==> src/rtl/ctrl_pkg.sv <==
// Shared state encoding, opcode classes, branch condition codes and flag positions
// for the multi-cycle control unit.
package ctrl_pkg;

  typedef enum logic [2:0] {
    S_FETCH  = 3'd0,
    S_DECODE = 3'd1,
    S_EXEC   = 3'd2,
    S_MEM    = 3'd3,
    S_WB     = 3'd4,
    S_HALT   = 3'd5
  } state_t;

  localparam int B_FETCH  = 0;
  localparam int B_DECODE = 1;
  localparam int B_EXEC   = 2;
  localparam int B_MEM    = 3;
  localparam int B_WB     = 4;
  localparam int B_HALT   = 5;

  typedef enum logic [2:0] {
    C_ALU, C_LOAD, C_STORE, C_BRANCH, C_JUMP, C_NOP, C_HALT, C_ILLEGAL
  } opc_class_t;

  localparam logic [4:0] OPC_LOAD   = 5'b1_0000;
  localparam logic [4:0] OPC_STORE  = 5'b1_0001;
  localparam logic [4:0] OPC_BRANCH = 5'b1_0010;
  localparam logic [4:0] OPC_JUMP   = 5'b1_0011;
  localparam logic [4:0] OPC_NOP    = 5'b1_1110;
  localparam logic [4:0] OPC_HALT   = 5'b1_1111;

  localparam logic [2:0] COND_ALWAYS = 3'b000;
  localparam logic [2:0] COND_Z      = 3'b001;
  localparam logic [2:0] COND_NZ     = 3'b010;
  localparam logic [2:0] COND_N      = 3'b011;
  localparam logic [2:0] COND_C      = 3'b100;

  localparam int FLAG_Z = 0;
  localparam int FLAG_N = 1;
  localparam int FLAG_C = 2;

endpackage

==> src/rtl/ctrl_decode.sv <==
// Combinational IR decode: opcode class, register fields and branch-taken.
// Zero latency; no handshake.
module ctrl_decode
  import ctrl_pkg::*;
#(
  parameter int INSTR_W = 16,
  parameter int OPC_W   = 5,
  parameter int REG_AW  = 4,
  parameter int COND_W  = 3
) (
  input  logic [INSTR_W-1:0] ir,
  input  logic [2:0]         flags,
  output logic [OPC_W-1:0]   opc,
  output logic [REG_AW-1:0]  dst,
  output logic [REG_AW-1:0]  src,
  output opc_class_t         cls,
  output logic               taken
);

  logic [COND_W-1:0] cond;

  assign opc  = ir[INSTR_W-1 -: OPC_W];
  assign dst  = ir[INSTR_W-OPC_W-1 -: REG_AW];
  assign src  = ir[INSTR_W-OPC_W-REG_AW-1 -: REG_AW];
  assign cond = ir[COND_W-1:0];

  always_comb begin
    cls = C_ILLEGAL;
    if (!opc[OPC_W-1])                 cls = C_ALU;
    else if (opc == OPC_W'(OPC_LOAD))   cls = C_LOAD;
    else if (opc == OPC_W'(OPC_STORE))  cls = C_STORE;
    else if (opc == OPC_W'(OPC_BRANCH)) cls = C_BRANCH;
    else if (opc == OPC_W'(OPC_JUMP))   cls = C_JUMP;
    else if (opc == OPC_W'(OPC_NOP))    cls = C_NOP;
    else if (opc == OPC_W'(OPC_HALT))   cls = C_HALT;
  end

  // Codes 101..111 fall through as never taken.
  always_comb begin
    taken = 1'b0;
    if (cond == COND_W'(COND_ALWAYS))  taken = 1'b1;
    else if (cond == COND_W'(COND_Z))  taken = flags[FLAG_Z];
    else if (cond == COND_W'(COND_NZ)) taken = !flags[FLAG_Z];
    else if (cond == COND_W'(COND_N))  taken = flags[FLAG_N];
    else if (cond == COND_W'(COND_C))  taken = flags[FLAG_C];
  end

endmodule

==> src/rtl/multicycle_ctrl.sv <==
// Multi-cycle control FSM: fetch/decode/exec/mem/wb, 3-5 cycles per instruction at zero wait;
// stalls indefinitely on instr_ack/mem_ack. CTRL_ILLEGAL_TRAP_EN makes illegal opcodes trap to HALT.
module multicycle_ctrl
  import ctrl_pkg::*;
#(
  parameter int INSTR_W = 16,
  parameter int OPC_W   = 5,
  parameter int REG_AW  = 4,
  parameter int COND_W  = 3
) (
  input  logic               clk,
  input  logic               rst,
  input  logic [INSTR_W-1:0] instr,
  input  logic               instr_ack,
  output logic               instr_req,
  input  logic [2:0]         flags,
  input  logic               mem_ack,
  output logic               mem_req,
  output logic               mem_we,
  output logic               en_pc_2,
  output logic               branch_en,
  output logic               pc_inc,
  output logic               wr_en,
  output logic [REG_AW-1:0]  wr_reg,
  output logic [REG_AW-1:0]  src_reg,
  output logic [REG_AW-1:0]  dst_reg,
  output logic [OPC_W-1:0]   op_code,
  output logic [5:0]         fsm_state,
  output logic               halted,
  output logic               illegal_op
);

  state_t             state;
  logic [INSTR_W-1:0] ir;
  opc_class_t         cls;
  logic               taken;
  logic [REG_AW-1:0]  dst;

  ctrl_decode #(
    .INSTR_W(INSTR_W), .OPC_W(OPC_W), .REG_AW(REG_AW), .COND_W(COND_W)
  ) u_decode (
    .ir(ir), .flags(flags), .opc(op_code), .dst(dst), .src(src_reg),
    .cls(cls), .taken(taken)
  );

  always_ff @(posedge clk or posedge rst) begin
    if (rst) begin
      state <= S_FETCH;
      ir    <= '0;
    end else begin
      case (state)
        S_FETCH: if (instr_ack) begin
          ir    <= instr;
          state <= S_DECODE;
        end
        S_DECODE: state <= S_EXEC;
        S_EXEC: begin
          case (cls)
            C_ALU:                     state <= S_WB;
            C_LOAD, C_STORE:           state <= S_MEM;
            C_BRANCH, C_JUMP, C_NOP:   state <= S_FETCH;
            C_HALT:                    state <= S_HALT;
`ifdef CTRL_ILLEGAL_TRAP_EN
            default:                   state <= S_HALT;
`else
            default:                   state <= S_FETCH;
`endif
          endcase
        end
        S_MEM:   if (mem_ack) state <= (cls == C_STORE) ? S_FETCH : S_WB;
        S_WB:    state <= S_FETCH;
        S_HALT:  state <= S_HALT;
        default: state <= S_FETCH;
      endcase
    end
  end

`ifdef CTRL_ILLEGAL_TRAP_EN
  logic illegal_q;
  always_ff @(posedge clk or posedge rst) begin
    if (rst)                                        illegal_q <= 1'b0;
    else if (state == S_EXEC && cls == C_ILLEGAL)   illegal_q <= 1'b1;
  end
  assign illegal_op = illegal_q;
`else
  assign illegal_op = 1'b0;
`endif

  // Strobes decode straight from the state register so reset removes them asynchronously.
  logic redirect;
  assign redirect  = (state == S_EXEC) && ((cls == C_JUMP) || (cls == C_BRANCH && taken));
  assign instr_req = (state == S_FETCH);
  assign en_pc_2   = (state == S_DECODE);
  assign pc_inc    = (state == S_DECODE) || redirect;
  assign branch_en = redirect;
  assign mem_req   = (state == S_MEM);
  assign mem_we    = (state == S_MEM) && (cls == C_STORE);
  assign wr_en     = (state == S_WB);
  assign halted    = (state == S_HALT);
  assign wr_reg    = dst;
  assign dst_reg   = dst;

  always_comb begin
    fsm_state = '0;
    case (state)
      S_FETCH:  fsm_state[B_FETCH]  = 1'b1;
      S_DECODE: fsm_state[B_DECODE] = 1'b1;
      S_EXEC:   fsm_state[B_EXEC]   = 1'b1;
      S_MEM:    fsm_state[B_MEM]    = 1'b1;
      S_WB:     fsm_state[B_WB]     = 1'b1;
      S_HALT:   fsm_state[B_HALT]   = 1'b1;
      default:  fsm_state           = '0;
    endcase
  end

endmodule

==> config.mk <==
export PLATFORM = sky130hd
export DESIGN_NAME = multicycle_ctrl
export DESIGN_NICKNAME = d
export VERILOG_FILES = /design/src/rtl/ctrl_pkg.sv /design/src/rtl/ctrl_decode.sv /design/src/rtl/multicycle_ctrl.sv
export SDC_FILE = /design/constraint.sdc
export NUM_CORES = 1
export LEC_CHECK = 0
export CAP_MARGIN = 20
export CORE_MARGIN = 2
export CORE_UTILIZATION = 44
export DETAILED_ROUTE_END_ITERATION = 7
export GPL_TIMING_DRIVEN = 0
export PLACE_DENSITY = 0.84
export SYNTH_ARGS = -nofsm -noshare
export SYNTH_HDL_FRONTEND = slang
export SYNTH_HIERARCHICAL = 1
export SYNTH_SLANG_ARGS = --single-unit
==> constraint.sdc <==
create_clock -name clk -period 5.07 [get_ports clk]
set_input_delay 1.014 -clock clk [delete_from_list [all_inputs] [get_ports clk]]
set_output_delay 1.014 -clock clk [all_outputs]
set_load 0.005 [all_outputs]
==> results of run 1 <==
kinds of logic (layout without fill, tap and decap cells):
logic type | Yosys count | count (layout)
multiplexers | 16 | 16
XOR/XNOR | 2 | 2
AND/OR/NAND/NOR | 23 | 23
buffers and inverters | 33 | 90
flip-flops | 19 | 19
other | 1 | 1
AO/OA/AOI/OAI | 17 | 17
power groups by stage:
stage | registers, W | logic (W) | clock network (W)
6_report | 0.000295 | 0.000711 | 0.0000771
5_1_grt | 0.000310 | 0.000773 | 0.0000857
4_1_cts | 0.000296 | 0.000720 | 0.0000798
3_5_place_dp | 0.000298 | 0.000716 | 0
3_3_place_gp | 0.000291 | 0.000702 | 0
2_1_floorplan | 0.000279 | 0.000441 | 0
synthesized netlist by cell type (2+ instances only):
cell type / instances
nor2b_1: 2
buf_4: 23
a21boi_0: 2
mux2_2: 6
o21ai_0: 5
a22oi_1: 2
nor3b_1: 4
mux2_4: 10
o22ai_1: 2
nand2b_1: 2
inv_1: 6
a31oi_1: 2
dfrtp_1: 19
nor2_1: 5
o31a_1: 2
nand2_1: 2
metal layers:
layer / wire length [um] / vias to the layer above / share of wire / global-route usage
li1: - / 468 / - / -
met1: 968 / 443 / 0.39 / 0.207
met2: 1370 / 23 / 0.56 / 0.301
met3: 98 / 4 / 0.040 / 0.0507
met4: 33 / 0 / 0.013 / 0.0408
met5: 0 / - / 0 / 0
sequential cells by signal, indices dropped and copies added, names as in the netlist:
register	count
state	3
ir	16
cell usage in the layout, fill, tap and decap left out, drive strengths merged:
master,count
nor2b,2
and2,2
xor2,1
nor2,5
o31a,2
nand2b,2
a21oi,1
nand4b,1
dfrtp,19
nand3b,1
nand2,2
or2b,1
or2,1
conb,1
a21boi,2
inv,6
o21ai,5
a31oi,2
a311oi,1
nor3,1
xnor2,1
nor3b,4
nand3,1
a22oi,2
o22ai,2
buf,26
clkdlybuf4s50,53
mux2,16
clkbuf,5
final timing paths:
check | start | end | slack [ns] | cells after the start
setup / recovery | flags[0] | pc_inc | 1.35 | 7
hold / removal | ir[7] | ir[7] | 0.52 | 1
setup reg to reg | ir[12] | state[0] | 3.26 | 6
hold reg to reg | ir[7] | ir[7] | 0.52 | 1
max in group asynchronous | rst | state[0] | 3.52 | 2
min in group asynchronous | rst | ir[5] | 1.11 | 2
layout make-up:
class	count	area share
Buffer	27	0.118
Timing Repair Buffer	53	0.295
Multi-Input combinational cell	59	0.274
Sequential cell	19	0.265
Clock buffer	4	0.0146
Tap cell	30	0.0209
Inverter	6	0.0125
metrics by stage:
step	util	instances	area, um2
final	0.712	198	1800
after global routing	0.712	198	1800
after floorplan	-	111	1200
after global placement	0.702	194	1770
after detailed placement	0.702	194	1770
after CTS	0.712	198	1800
==> out/metrics.cfg, run 1 <==
[logic_synthesis]
synth_top_family_by_area = buffers and inverters
synth_xor_area_frac = 0.0146
yosys_most_used_dff = dfrtp_1
synth_edf_count = 0
synthTopCellsByArea = dfrtp_1 40%, buf_4 14%, mux2_4 12%
yosysTopAreaCellShare = 0.395
yosys.area_share.simple = 0.118
syn_nets = 134
syn-instance-count = 111
ys_async_sr_fraction = 1.00
ys_types = 33
yosys_warnings = 6
muxShareOfSynthArea = 0.181
syn_area_um2 = 1200
yosys.area.top_type = dfrtp_1
synthAdderAreaFrac = 0
synth-compound-area-share = 0.0926
syn_avg_cell_area_um2 = 10.8
synth-seq-area-share = 0.395
synth-seq-cells = 19

[worst_setup_path]
critPathLaunchType = input port
crit_fanout = 2
endpoint_kind = primary output
crit_chain = clkdlybuf4s50_1 -> a22oi_1 -> o22ai_1 -> nand4b_1 -> o31a_1 -> o22ai_1 -> clkdlybuf4s50_1
slowest_delay_ns = 0.53
slowest_stage = clkdlybuf4s50_1
path_buf_inv = 2
arrival_ns = 2.70
crit_type = input port to primary output
cp_data_required_time_ns = 4.06
path_delay_family = buffers and inverters

[clocking]
htreeDepth = 1
clkSinkCount = 19
clk_pin_slew_ns = 0.10
cts-root-to-sink-buffers = 2
root_buffer = clkbuf_4
cts_resized = 0
cts_tree = yes
post_cts_buffers = 0
clkLatencyLatePin_ns = 0.30
ctsHoldBuffers = 0
cts-buffers-inserted = 3

[power]
power.internal_w = 0.000743
clkPwrFrac = 0.071
peakVddDrop_v = 0.000409
pwr-share-comb = 0.656
leakage_nw = 0.796
p_sw_frac = 0.315
total_power_w = 0.00108
pwr-share-seq = 0.273
switching_power_w = 0.000341
power.density_nw_per_um2 = 603

[floorplan]
num_rows = 18
die_area_um2 = 3170
die_w_um = 56.3
die_h_um = 56.3
initial_core_util = 0.477
core_area_um2 = 2520
ios = 55

[timing]
setup_viol_count_final = 0
hold_slack_ns = 0.525
period_share = 0.733
hold_viol = 0
max_slew_margin = 0.533
finalSetupTns_ns = 0
layout_min_cycle_time_ns = 3.72
fmax_mhz = 269
fin_skew_ns = 0.00267
drv_slew = 0
worst_pin_slew_ns = 0.700
fin_ws_ns = 1.35
rsz0062_at_grt = false

[worst_hold_path]
hold_path.class = flop to flop

[layout]
drive_gt1_frac = 0.286
fill_cells = 190
nNetsFinal = 192
seqCellArea_um2 = 475
syn_to_final_growth_pct = 49.4
multi_input_area_um2 = 492
antenna_cells = 0

[grt]
grt_overflow_total = 0
grt_pass1_wl_um = 4240
grt_usage = 0.172
first_global_vias = 935
antenna_found_initial = 0
grt_start_max_net_pins = 20

[drt]
drc = 0
wl_um = 2470
wire_per_inst_um = 12.5
vias = 938
drt_iter0_drc = 19
vias_per_cell = 4.74
drt-pass1-iter-count = 4
drtAntennaViolNets = 0

[placement]
io_buffers = 53
gp_congestion = 0.827
dp_hpwl_um = 2010
preCtsSetupSlack_ns = 1.36

[outcome]
status = finished clean

[run]
maxCapViolations = 0

(Power assumes the default switching activity.)
==> inputs of run 2 (changes only) <==
Settings changed: CORE_UTILIZATION 44 to 41, PLACE_DENSITY 0.84 to 0.79.
Clock period 5.07 ns to 3.6 ns, I/O delays scaled along.
==> out/metrics.cfg, run 2 (synthesis results as in run 1) <==
[outcome]
status = finished clean

[worst_setup_path]
r2r_start = ir[14]
path_delay_family = buffers and inverters
crit_chain = clkdlybuf4s50_1 -> nor2_1 -> a31oi_1 -> o22ai_1 -> nand4b_1 -> o31a_1 -> o22ai_1 -> clkdlybuf4s50_1
slowest_stage = clkdlybuf4s50_1
arrival_ns = 2.45  ; -0.25 ns
crit_fanout = 2  ; unchanged
critPathLaunchType = input port
cp_data_required_time_ns = 2.88  ; -1.18 ns
cp-startpoint = flags[0]
slowest_delay_ns = 0.52  ; about the same
path_buf_inv = 2  ; unchanged
crit_type = input port to primary output
endpoint_kind = primary output

[clocking]
clkSinkCount = 19  ; unchanged
cts-buffers-inserted = 3  ; unchanged
cts_tree = yes
ctsHoldBuffers = 0  ; unchanged
htreeDepth = 1  ; unchanged
post_cts_buffers = 0  ; unchanged
clk_pin_slew_ns = 0.12  ; +0.02 ns
cts-root-to-sink-buffers = 2  ; unchanged
cts_resized = 0  ; unchanged
clkLatencyLatePin_ns = 0.30  ; about the same
root_buffer = clkbuf_4

[layout]
fill_cells = 229  ; +21%
top_register = ir
mostFrequentLayoutCells = 53 x clkdlybuf4s50_1, 23 x buf_4, 19 x dfrtp_1, 10 x mux2_4
largest_register_ffs = 16  ; unchanged
layout_commonest_cell = clkdlybuf4s50_1
drive_gt1_frac = 0.292  ; +0.00595
top_regs = ir: 16 flops, state: 3 flops
syn_to_final_growth_pct = 49.6
antenna_cells = 0  ; unchanged
nNetsFinal = 192  ; unchanged
final_area_um2 = 1800  ; +0.14%

[timing]
fin_skew_ns = 0.0102  ; +0.00754 ns
fmax_mhz = 315
setup_viol_count_final = 0  ; unchanged
hold_viol = 0  ; unchanged
finalSetupTns_ns = 0  ; unchanged
layout_min_cycle_time_ns = 3.17
worst_pin_slew_ns = 0.737  ; +0.0370 ns
drv_slew = 0  ; unchanged
max_slew_margin = 0.508  ; -0.0247
fin_ws_ns = 0.428  ; -0.925 ns
period_share = 0.881
rsz0062_at_grt = false

[floorplan]
die_h_um = 58.2  ; +3.3%
die_w_um = 58.2  ; +3.3%
core_area_um2 = 2780  ; +10%
initial_core_util = 0.432  ; -0.0444
die_area_um2 = 3380  ; +6.8%
num_rows = 19  ; +1
ios = 55  ; unchanged

[grt]
grt_pass1_wl_um = 4310  ; +1.6%
grt_start_max_net_pins = 20  ; unchanged
antenna_found_initial = 0  ; unchanged
grt_overflow_total = 0  ; unchanged
top_usage_layer = met2
first_global_vias = 1013  ; +8.3%
use_met1 = 0.195  ; -0.0120
met3_usage = 0.0424  ; -0.00828
grt_usage = 0.164  ; -0.00750
grt_use_met2 = 0.294  ; -0.00701

[drt]
drc = 0  ; unchanged
vias_per_cell = 4.81  ; +1.6%
drtAntennaViolNets = 0  ; unchanged
vias = 958  ; +2.1%
drt_iter0_drc = 10  ; -9
drt-pass1-iter-count = 4  ; unchanged
wl_um = 2570  ; +3.8%
wire_per_inst_um = 12.9  ; +3.2%

[placement]
dp_hpwl_um = 1980  ; -1.4%
io_buffers = 53  ; unchanged
gp_congestion = 0.846  ; +2.3%
preCtsSetupSlack_ns = 0.476  ; -0.883 ns
dpl_cell_area_um2 = 1770  ; about the same

[power]
power.internal_w = 0.00104  ; +41%
pwr-share-comb = 0.655  ; about the same
clkPwrFrac = 0.073  ; +0.002
power.density_nw_per_um2 = 851  ; +41%
pwr-share-seq = 0.272  ; about the same
peakVddDrop_v = 0.000544  ; +33%
p_sw_frac = 0.319  ; +0.00412
switching_power_w = 0.000488  ; +43%
leakage_nw = 0.799  ; +0.34%

[run]
maxCapViolations = 0  ; unchanged

[worst_hold_path]
worstHoldStart = ir[7]
hold_path.class = flop to flop

==> run 2: final cells by class <==
class                           instances  area, um2  area share
Buffer                                 27        213       0.118
Clock buffer                            3       22.5      0.0125
Clock inverter                          1       5.00     0.00278
Inverter                                6       22.5      0.0125
Multi-Input combinational cell         59        492       0.273
Sequential cell                        19        475       0.264
Tap cell                               31       38.8      0.0216
Timing Repair Buffer                   53        531       0.295
==> run 2: worst reg2reg max path: cells and delay by family, from the launching register on <==
kind	cells	cell delay [ns]
AOI/OAI and AO/OA	4	0.97
xor gates and xnor gates	1	0.20
DFF	1	0.44
and+or+nand+nor	1	0.11
==> run 2: stage by stage <==
stage / cells / hold WS (ns) / power [W] / utilization
2_1_floorplan: 111 / 0.483 / 0.00101 / -
3_5_place_dp: 195 / 0.495 / 0.00143 / 0.637
6_report: 199 / 0.525 / 0.00153 / 0.647
4_1_cts: 199 / 0.530 / 0.00155 / 0.647
3_3_place_gp: 195 / 0.493 / 0.00140 / 0.637
5_1_grt: 199 / 0.556 / 0.00165 / 0.647
==> run 2: routing by layer <==
| metal | part of all wire | up-vias | wire length (um) |
|---|---|---|---|
| met4 | 0 | 0 | 0 |
| met3 | 0.042 | 0 | 107 |
| met2 | 0.54 | 25 | 1390 |
| met1 | 0.42 | 467 | 1070 |
| li1 | - | 466 | - |
| met5 | 0 | - | 0 |
==> run 2: final timing paths <==
path | end | slack, ns | depth (start not counted)
max | pc_inc | 0.43 | 8
min | ir[7] | 0.52 | 1
max reg2reg | state[1] | 1.79 | 6
min reg2reg | ir[7] | 0.52 | 1
max in group asynchronous | state[1] | 2.29 | 2
min in group asynchronous | ir[6] | 0.83 | 2
==> run 2: power by group through the flow <==
stage | clock [W] | combinational (W) | sequential (W)
after floorplan | 0 | 0.000621 | 0.000393
after global placement | 0 | 0.000990 | 0.000411
after detailed placement | 0 | 0.00101 | 0.000419
after CTS | 0.000116 | 0.00101 | 0.000418
after global routing | 0.000128 | 0.00109 | 0.000435
final | 0.000111 | 0.00100 | 0.000417
